File: src/rtl/pcu_pkg.sv
// Shared types and instruction field helpers for the parametrised control unit.
// Fields are extracted from a zero-extended copy of the instruction word.
package pcu_pkg;

   typedef enum logic [1:0] {
      IDLE,
      LOAD,
      EXEC,
      WB
   } state_t;

   typedef enum logic [1:0] {
      OP_ALU,
      OP_MV,
      OP_MVI,
      OP_RSVD
   } opcode_t;

   // Widest instruction the field helpers handle.
   localparam int FIELD_W = 64;

   function automatic logic [FIELD_W-1:0] field_get(
      input logic [FIELD_W-1:0] word,
      input int                 lsb,
      input int                 width
   );
      field_get = (word >> lsb) & ((FIELD_W'(1) << width) - FIELD_W'(1));
   endfunction

   function automatic int rx_lsb(input int instr_w, input int reg_aw);
      rx_lsb = instr_w - reg_aw;
   endfunction

   function automatic int ry_lsb(input int instr_w, input int reg_aw);
      ry_lsb = instr_w - 2 * reg_aw;
   endfunction

   function automatic int op_lsb(input int instr_w, input int reg_aw);
      op_lsb = instr_w - 2 * reg_aw - 2;
   endfunction

endpackage

File: src/rtl/pcu_onehot.sv
// Binary index plus enable to N-bit one-hot decoder; all bits low when disabled.
module pcu_onehot #(
   parameter int N  = 8,
   parameter int AW = $clog2(N)
) (
   input  logic [AW-1:0] idx,
   input  logic          en,
   output logic [N-1:0]  onehot
);

   genvar gi;
   generate
      for (gi = 0; gi < N; gi++) begin : g_bit
         assign onehot[gi] = en && (idx == AW'(gi));
      end
   endgenerate

endmodule

File: src/rtl/param_control_unit.sv
// Multi-cycle control FSM for the register-file datapath: latches an instruction on run
// and sequences ALU, move and immediate-load operations with Moore-decoded controls.
module param_control_unit
   import pcu_pkg::*;
#(
   parameter  int NUM_REGS  = 8,
   parameter  int INSTR_W   = 16,
   parameter  int ALU_SEL_W = 4,
   localparam int REG_AW    = $clog2(NUM_REGS),
   localparam int MUX_SEL_W = $clog2(NUM_REGS + 2)
) (
   input  logic                 clk,
   input  logic                 reset,
   input  logic [INSTR_W-1:0]   instruction,
   input  logic                 run,
   output logic [MUX_SEL_W-1:0] mux_sel,
   output logic [NUM_REGS-1:0]  reg_en,
   output logic                 en_a,
   output logic                 en_g,
   output logic [ALU_SEL_W-1:0] alu_sel,
   output logic                 alu_mode,
   output logic                 busy,
   output logic                 done,
   output logic                 illegal
);

   state_t               state_reg, state_next;
   logic [INSTR_W-1:0]   ir_reg, ir_next;
   logic [FIELD_W-1:0]   ir_ext;
   logic [REG_AW-1:0]    rx, ry;
   logic [1:0]           op_bits;
   opcode_t              op;
   logic [ALU_SEL_W-1:0] ir_alu_sel;
   logic                 ir_alu_mode;
   logic                 wr_en;

   assign ir_ext      = FIELD_W'(ir_reg);
   assign rx          = REG_AW'(field_get(ir_ext, rx_lsb(INSTR_W, REG_AW), REG_AW));
   assign ry          = REG_AW'(field_get(ir_ext, ry_lsb(INSTR_W, REG_AW), REG_AW));
   assign op_bits     = 2'(field_get(ir_ext, op_lsb(INSTR_W, REG_AW), 2));
   assign op          = opcode_t'(op_bits);
   assign ir_alu_sel  = ALU_SEL_W'(field_get(ir_ext, 1, ALU_SEL_W));
   assign ir_alu_mode = ir_reg[0];

   // The instruction register only follows the input on an accepted run.
   assign ir_next = (state_reg == IDLE && run) ? instruction : ir_reg;

   always_ff @(posedge clk) begin
      if (reset) begin
         state_reg <= IDLE;
         ir_reg    <= '0;
      end else begin
         state_reg <= state_next;
         ir_reg    <= ir_next;
      end
   end

   always_comb begin
      state_next = state_reg;
      mux_sel    = '0;
      wr_en      = 1'b0;
      en_a       = 1'b0;
      en_g       = 1'b0;
      alu_sel    = '0;
      alu_mode   = 1'b0;
      busy       = 1'b1;
      done       = 1'b0;
      illegal    = 1'b0;
      case (state_reg)
         IDLE: begin
            busy = 1'b0;
            if (run) state_next = LOAD;
         end
         LOAD: begin
            case (op)
               OP_ALU: begin
                  mux_sel    = MUX_SEL_W'(rx);
                  en_a       = 1'b1;
                  state_next = EXEC;
               end
               OP_MV: begin
                  mux_sel    = MUX_SEL_W'(ry);
                  wr_en      = 1'b1;
                  done       = 1'b1;
                  state_next = IDLE;
               end
               OP_MVI: begin
                  mux_sel    = MUX_SEL_W'(NUM_REGS);
                  wr_en      = 1'b1;
                  done       = 1'b1;
                  state_next = IDLE;
               end
               default: begin
                  illegal    = 1'b1;
                  done       = 1'b1;
                  state_next = IDLE;
               end
            endcase
         end
         EXEC: begin
            mux_sel    = MUX_SEL_W'(ry);
            alu_sel    = ir_alu_sel;
            alu_mode   = ir_alu_mode;
            en_g       = 1'b1;
            state_next = WB;
         end
         WB: begin
            mux_sel    = MUX_SEL_W'(NUM_REGS + 1);
            wr_en      = 1'b1;
            done       = 1'b1;
            state_next = IDLE;
         end
         default: state_next = IDLE;
      endcase
   end

   pcu_onehot #(
      .N  (NUM_REGS),
      .AW (REG_AW)
   ) u_reg_en_dec (
      .idx    (rx),
      .en     (wr_en),
      .onehot (reg_en)
   );

endmodule

File: config.mk
export PLATFORM = sky130hd
export DESIGN_NAME = param_control_unit
export DESIGN_NICKNAME = d
export VERILOG_FILES = /design/src/rtl/pcu_pkg.sv /design/src/rtl/pcu_onehot.sv /design/src/rtl/param_control_unit.sv
export SDC_FILE = /design/constraint.sdc
export NUM_CORES = 1
export LEC_CHECK = 0
export BUFFER_PORTS_ARGS = -buffer_cell sky130_fd_sc_hd__buf_2
export CAP_MARGIN = 40
export CORE_MARGIN = 8
export CORE_UTILIZATION = 35
export DETAILED_ROUTE_END_ITERATION = 12
export GPL_ROUTABILITY_DRIVEN = 0
export PLACE_DENSITY_LB_ADDON = 0.15
export SKIP_LAST_GASP = 1
export SYNTH_ARGS = -nofsm -noshare
export SYNTH_HDL_FRONTEND = slang
export SYNTH_SLANG_ARGS = --single-unit
File: constraint.sdc
create_clock -name clk -period 1.6 [get_ports clk]
set_input_delay 0 -clock clk [delete_from_list [all_inputs] [get_ports clk]]
set_output_delay 0 -clock clk [all_outputs]
set_load 0.03 [all_outputs]
# Word-level counts from Yosys, hierarchy flattened
# Cells that the tools add are included.
# W data, S select, Z words.
# classes
eq_ne	13
n_reduce_logical	14
n_mux	17
# ops
cell	count
$pmux W4 S3	2
$eq A3 B3 Y1 const B	4
$logic_and A1 B1 Y1	9
$mux W1	9
$pmux W2 S4	1
$eq A2 B2 Y1 const B	3
$eq A3 B2 Y1 const B	2
$eq A2 B1 Y1 const B	2
$logic_not A2 Y1	2
$mux W2	2
$mux W4	1
$pmux W1 S2	2
$eq A3 B1 Y1 const B	1
$logic_not A3 Y1	1
$reduce_or A3 Y1	1
$ne A2 B2 Y1 const B	1
$reduce_or A2 Y1	1
# totals
inputBits	19
reg_bits	18

# Depth between registers and ports, before layout
# Gate-level depths: netlist of the first run.
# logic_depth
word_depth	5
depth_mapped	5
mapped_depth_nobuf	5

# By module
# From an unflattened synthesis of the first run, not the netlist that was laid out.
# unflattened
cells_unflattened	105
area_unflattened_um2	869.6
# modules_own_cells
module	cells_each	n_inst	area_each_um2
param_control_unit	97	1	773.2
pcu_onehot	8	1	96.3

# Least setup slack after synthesis of the first run
# No wires, ideal clock.
# synth_timing
path_kind	flip-flop to output port
start	register ir_reg[8]
end	output reg_en[0]
path_stages_with_launch	6
required_time_ps	1600
t_arrival_ps	1685
slack_ps	-85
path_buffers	0
cell_sequence	dfxtp_1 -> inv_1 -> ha_1 -> o21ai_1 -> or2_1 -> nor3_1
# synth_via
elab_chain_len	5
word_cells_on_any_way	6
cone_classes	eq/ne: 2; mux: 2; reduce/logical: 2
# synth_lines
item	line_no	text
start: declaration	param_control_unit.sv:28	logic [INSTR_W-1:0] ir_reg, ir_next;
start signal: assignment	param_control_unit.sv:54	ir_reg <= ir_next;
$eq A2 B2 Y1 or $eq A2 B1 Y1 (tied branches)	param_control_unit.sv:75	case (op)
$reduce_or A2 Y1 (no line) (*)	-	
$mux W1 (*)	param_control_unit.sv:75	
$pmux W1 S2 (*)	param_control_unit.sv:69	case (state_reg)
$logic_and A1 B1 Y1 (*)	pcu_onehot.sv:14	assign onehot[gi] = en && (idx == AW'(gi));
end: declaration	param_control_unit.sv:17	output logic [NUM_REGS-1:0] reg_en,
# Every way passes the cells marked *; elsewhere a longest branch is shown, timed or not.

# Worst setup path in the final report of the first run
# layout_timing
start	register ir_reg[8]
end	output mux_sel[1]
# layout_via
elab_chain_len	3
word_cells_on_any_way	5
cone_classes	eq/ne: 2; mux: 2; reduce/logical: 1
# layout_lines
item	line_no	text
$eq A2 B2 Y1, or another cell as far along	param_control_unit.sv:75	
$pmux W4 S3 (*)	param_control_unit.sv:75	
$pmux W4 S3 (*)	param_control_unit.sv:69	
end: declaration	param_control_unit.sv:16	output logic [MUX_SEL_W-1:0] mux_sel,
# Marked as above.

==> results of run 1 <==
-- cell usage after synthesis --
cell type  count  area share [%]
nand2_1       27              12
dfxtp_1       15              36
a21oi_1       13             7.9
nor2_1         9             4.1
and2_1         5             3.8
ha_1           5             7.6
nor3_1         4             2.4
inv_1          3             1.4
nand2b_1       3             2.3
o21ai_1        3             1.8
a22o_1         2             2.1
buf_6          2             2.7
a21boi_1       1            0.91
a22oi_1        1            0.91
and3_1         1            0.76
and3b_1        1             1.1
buf_2          1            0.61
buf_4          1            0.91
clkbuf_1       1            0.46
inv_2          1            0.46
nand4bb_1      1             1.4
nor2b_1        1            0.76
nor3b_4        1             2.3
o211ai_1       1            0.91
o21a_1         1            0.91
o21ai_0        1            0.61
or2_1          1            0.76
or3b_4         1             1.4
-- cell usage in the layout (no fill, tap or decap), types with 2 or more instances in the layout --
cell type,count
buf_2,31
nand2_1,27
a21oi_1,13
dlygate4sd3_1,13
dfxtp_1,11
buf_4,9
nor2_1,7
and2_1,5
dfxtp_2,4
inv_2,3
nand2b_1,3
nor3_1,3
ha_1,3
clkbuf_4,3
o21ai_2,2
a22o_1,2
nor2_2,2
o21ai_1,2
ha_4,2
buf_6,2
-- worst min-delay path, stage by stage --
cell,delay [ns]
buf_2,0.12
nor2_1,0.09
nor3_1,0.05
-- path summary, 6_finish.rpt --
path,cells after the start,slack [ns],from,to
hold reg to reg,2,0.45,ir_reg[0]$_SDFFE_PP0P_,ir_reg[0]$_SDFFE_PP0P_
setup / recovery,6,0.07,ir_reg[8]$_SDFFE_PP0P_,mux_sel[1]
hold / removal,3,0.01,run,state_reg[0]$_SDFFE_PP0P_
setup reg to reg,5,0.39,state_reg[0]$_SDFFE_PP0P_,ir_reg[9]$_SDFFE_PP0P_
-- area by class of cell --
type | instances | area (sq um)
multi-input cells | 83 | 521.8
repair buffers | 55 | 375.4
clock buffers | 4 | 26.28
flip-flops and latches | 15 | 305.3
well taps | 28 | 35.03
fillers | 209 | 933.4
inverters | 4 | 15.01
-- stage by stage --
stage | utilization [%] | instance area [sq um] | setup slack [ns]
finish | 57.81 | 1279 | 0.06866
global route | 57.81 | 1279 | -0.01882
floorplan | - | 828.3 | 0.07013
global placement | 47.00 | 1040 | 0.2665
detailed placement | 47.00 | 1040 | 0.2439
CTS | 56.33 | 1246 | 0.01287
-- layer usage --
layer | vias to the layer above | track usage [%]
li1 | 464 | -
met1 | 420 | 12.46
met2 | 17 | 19.75
met3 | 4 | 2.405
met4 | 0 | 4.087
met5 | - | 0
-- logic make-up (layout without fill, tap and decap cells) --
family                     count (synthesis)  after routing  share of synthesized area (%)
AOI/OAI and AO/OA                         23             23                          16.11
adders and majority gates                  5              5                          7.599
DFF                                       15             15                          36.47
and+or+nand+nor                           55             55                          33.28
buffers and inverters                      9             63                          6.534
-- repair_timing --
action	4_1_cts	5_1_grt
gates resized for setup	18	8
gates cloned	0	0
hold endpoints to repair	13	0
endpoints found under the setup margin	11	10
setup buffers	1	0
hold buffers	13	0
pin swaps	3	4
-- report_power, final --
part	switching (mW)	internal, mW	leakage, nW	total [mW]
registers	0.0335	0.402	0.125	0.435
clock network	0.115	0.0967	0.0150	0.212
logic	0.141	0.118	0.450	0.259
==> impl_metrics.csv, run 1 <==
group,metric,value,unit
status,status,"completed",
cells_and_area,fin_cells,189,
floorplanning,dieArea,4160,sq um
detailed_routing,via_per_inst,4.788,
synth,avgSynthCellArea,7.694,sq um
timing,whs,0.01121,ns
clocking,cts_max_level,1,
cells_and_area,n_antenna_cell,0,
detailed_routing,wl_met1,1.037,mm
timing,fmax,653.0,MHz
critical_path,crit_path_end_kind,"output pin",
global_routing,grt_antenna_before_repair,0,
detailed_routing,drt_iter0_drc,23,
floorplanning,core.rowCount,17,
clocking,cts_buffers,3,
clocking,cts.sinks,15,
floorplanning,initial_core_util,37.22,%
timing,hold_violations,0,
detailed_routing,dr.max_layer_used,"met4",
clocking,root_buffer,"clkbuf_4",
critical_path,crit_family,"flip-flops",
global_routing,grt_overflow,0,
critical_path,max_stage_delay,0.33,ns
synth,ys_ff_latch,15,
detailed_routing,ant_nets,0,
floorplanning,chipHeight,64.50,microns
timing,finalMaxSlewViolations,0,
global_routing,track_usage,11.04,%
detailed_routing,dr_wl_met3,101,microns
timing,relSlewSlack,77.25,%
cells_and_area,drive_above_1_share,39.13,%
global_routing,grt_first_pass_wirelength,3.877,mm
timing,setup_viol,0,
synth,synthesis.nets,131,
detailed_routing,wl_per_cell,12.37,microns
power_and_ir_drop,cellLeakagePower,0.5895,nW
detailed_routing,dr.pass1.iters,4,
placement,portBuffers,37,
detailed_routing,routed_wl,2.338,mm
timing,fin_crit_sh,95.71,%
worst_hold_path,hold_path.class,"primary input to flip-flop",
critical_path,path_buf_inv,2,
critical_path,critPathArrivalTime,1.53,ns
timing,tightest_slew,0.3398,ns
critical_path,crit_path_cell_trace,"buf_4, ha_1, nand4bb_1, o21ai_2, a22o_1, buf_6",
timing,fin_skew,0.002811,ns
clocking,cts_tree,"done",
timing,finalSetupTns,0,ns
placement,dp_hpwl,1.713,mm
synth,netlist-cell-type-count,28,
power_and_ir_drop,p_per_area,709.0,nW/um^2
timing,fin_crit,1.531,ns
critical_path,worstPathMaxFanout,4,
critical_path,worstSetupStartpointType,"flip-flop",
detailed_routing,vias,905,
synth,syn_inst,107,
job,maxCapViolations,0,
floorplanning,coreArea,2212,sq um
global_routing,grt_pass1_vias,876,
floorplanning,io_pins,41,
clocking,cts_buffer_depth,2,
synth,yosysSeqAreaShare,36.47,%
placement,placed_cells,171,
power_and_ir_drop,power,906.6,uW
power_and_ir_drop,ir_drop,0.0005717,V
synth,synthesis.area,823.3,sq um
synth,ys_warn_count,0,
critical_path,criticalPathCategory,"flip-flop to output pin",
detailed_routing,wl_met2,1.172,mm
critical_path,crit_slowest_cell,"dfxtp_2",
floorplanning,die_w,64.50,microns
global_routing,grt_max_degree,16,
cells_and_area,largest_register_ffs,13,
cells_and_area,syn_to_final_growth,55.32,%
critical_path,required,1.60,ns
clocking,path_clk_slew,0.09,ns
detailed_routing,drc,0,
clocking,clk_latency,0.28,ns
cells_and_area,nets,186,
No activity file was read; power rests on OpenSTA's default activity.
==> run 2: changes to the inputs <==
CTS_BUF_LIST = sky130_fd_sc_hd__clkbuf_8   (was not set)
==> impl_metrics.csv, run 2 (same netlist as run 1, synthesis figures left out) <==
group,metric,value,unit
placement,placed_cells,171,
critical_path,criticalPathCategory,"flip-flop to output pin",
status,violations,"negative hold slack",
floorplanning,io_pins,41,
placement,portBuffers,37,
cells_and_area,largest_register_ffs,13,
placement,dp_hpwl,1.713,mm
detailed_routing,via_per_inst,4.785,
power_and_ir_drop,p_per_area,786.0,nW/um^2
floorplanning,dieArea,4160,sq um
detailed_routing,vias,890,
timing,tightest_slew,0.3559,ns
status,status,"finished, violations left",
cells_and_area,syn_to_final_growth,51.82,%
critical_path,worstSetupStartpointType,"flip-flop",
timing,relSlewSlack,76.17,%
clocking,cts_tree,"done",
cells_and_area,nets,183,
detailed_routing,dr.pass1.iters,4,
cells_and_area,fin_cells,186,
clocking,path_clk_slew,0.06,ns
timing,grt_setup_unrepaired,"true",
global_routing,grt_max_degree,16,
detailed_routing,drc,0,
global_routing,grt_pass1_vias,869,
global_routing,grt_overflow,0,
power_and_ir_drop,cellLeakagePower,0.5844,nW
clocking,clk_latency,0.24,ns
detailed_routing,drt_iter0_drc,17,
timing,finalMaxSlewViolations,0,
critical_path,required,1.60,ns
clocking,cts_max_level,1,
timing,fin_skew,0.001919,ns
placement,place_area,1040,sq um
timing,fmax,641.2,MHz
cells_and_area,drive_above_1_share,39.24,%
timing,setup_viol,0,
clocking,root_buffer,"clkbuf_8",
global_routing,grt_first_pass_wirelength,3.801,mm
cells_and_area,final_area,1250,sq um
job,maxCapViolations,0,
cells_and_area,nFillCells,215,
timing,fin_crit,1.560,ns
global_routing,grt_antenna_before_repair,0,
power_and_ir_drop,ir_drop,0.0007189,V
floorplanning,chipHeight,64.50,microns
detailed_routing,ant_nets,0,
cells_and_area,utilization,56.50,%
critical_path,critPathArrivalTime,1.56,ns
timing,whs,-0.001094,ns
timing,fin_crit_sh,97.48,%
cells_and_area,mostFrequentLayoutCells,"buf_2, nand2_1, a21oi_1, dfxtp_1, dlygate4sd3_1",
cells_and_area,final_common_cell,"buf_2",
floorplanning,coreArea,2212,sq um
floorplanning,die_w,64.50,microns
critical_path,crit_path_end_kind,"output pin",
critical_path,worstPathMaxFanout,4,
timing,finalSetupTns,0,ns
timing,hold_violations,2,
floorplanning,initial_core_util,37.22,%
global_routing,track_usage,10.97,%
worst_hold_path,hold_path.class,"primary input to flip-flop",
clocking,cts_buffers,3,
detailed_routing,wl_per_cell,12.45,microns
cells_and_area,n_antenna_cell,0,
floorplanning,core.rowCount,17,
clocking,cts_buffer_depth,2,
detailed_routing,routed_wl,2.316,mm
clocking,cts.sinks,15,
run 2: cell type report:
cell class	instances	area (sq um)	area share, %
multi-input combinational	83	504.2	40.34
timing repair buffer	52	345.3	27.63
sequential	15	305.3	24.42
clock buffer	3	41.29	3.303
tap	28	35.03	2.803
inverter	4	15.01	1.201
clock inverter	1	3.754	0.3003
run 2: worst max-delay path: stages, from the launching register on:
cell     delay [ns]
dfxtp_2        0.34
inv_2          0.05
ha_4           0.26
o21ai_2        0.05
or2_4          0.28
nor2_1         0.15
buf_4          0.18
run 2: through the flow:
step,hold slack [ns],power [mW],setup WS (ns)
3_3_place_gp,0.2408,0.6464,0.2665
4_1_cts,0.0004206,0.9631,-0.0004005
2_1_floorplan,0.06907,0.5867,0.07013
6_report,-0.001094,0.9824,0.04033
3_5_place_dp,0.2461,0.6526,0.2439
5_1_grt,0.01123,1.043,-0.04596
run 2: final timing paths:
path / end / startpoint / slack (ns) / depth (start not counted)
setup reg to reg: ir_reg[9]$_SDFFE_PP0P_ / state_reg[0]$_SDFFE_PP0P_ / 0.39 / 5
setup / recovery: reg_en[2] / ir_reg[9]$_SDFFE_PP0P_ / 0.04 / 6
hold reg to reg: ir_reg[0]$_SDFFE_PP0P_ / ir_reg[0]$_SDFFE_PP0P_ / 0.45 / 2
hold / removal: ir_reg[2]$_SDFFE_PP0P_ / instruction[2] / -0.001 / 3
run 2: where the power goes:
group	internal, mW	switching [mW]	leakage [nW]	total (mW)
Clock	0.170	0.127	0.0269	0.296
Combinational	0.112	0.138	0.433	0.250
Sequential	0.403	0.0337	0.125	0.436
run 2: timing repair:
| action | in CTS | in global routing |
|---|---|---|
| pin swaps | 0 | 5 |
| hold buffers | 9 | 1 |
| gates resized for setup | 4 | 22 |
| setup endpoints to repair | 3 | 9 |
| hold endpoints to repair | 9 | 1 |
| setup buffers | 0 | 1 |
run 2: layer usage:
metal / part of all wire [%] / vias to the layer above / track usage (%) / routed length [microns]
met5: 0 / - / 0 / 0
met1: 45 / 409 / 12.07 / 1040
li1: - / 457 / - / -
met2: 49 / 18 / 19.25 / 1124
met3: 4.6 / 6 / 3.436 / 106
met4: 1.9 / 0 / 4.087 / 44
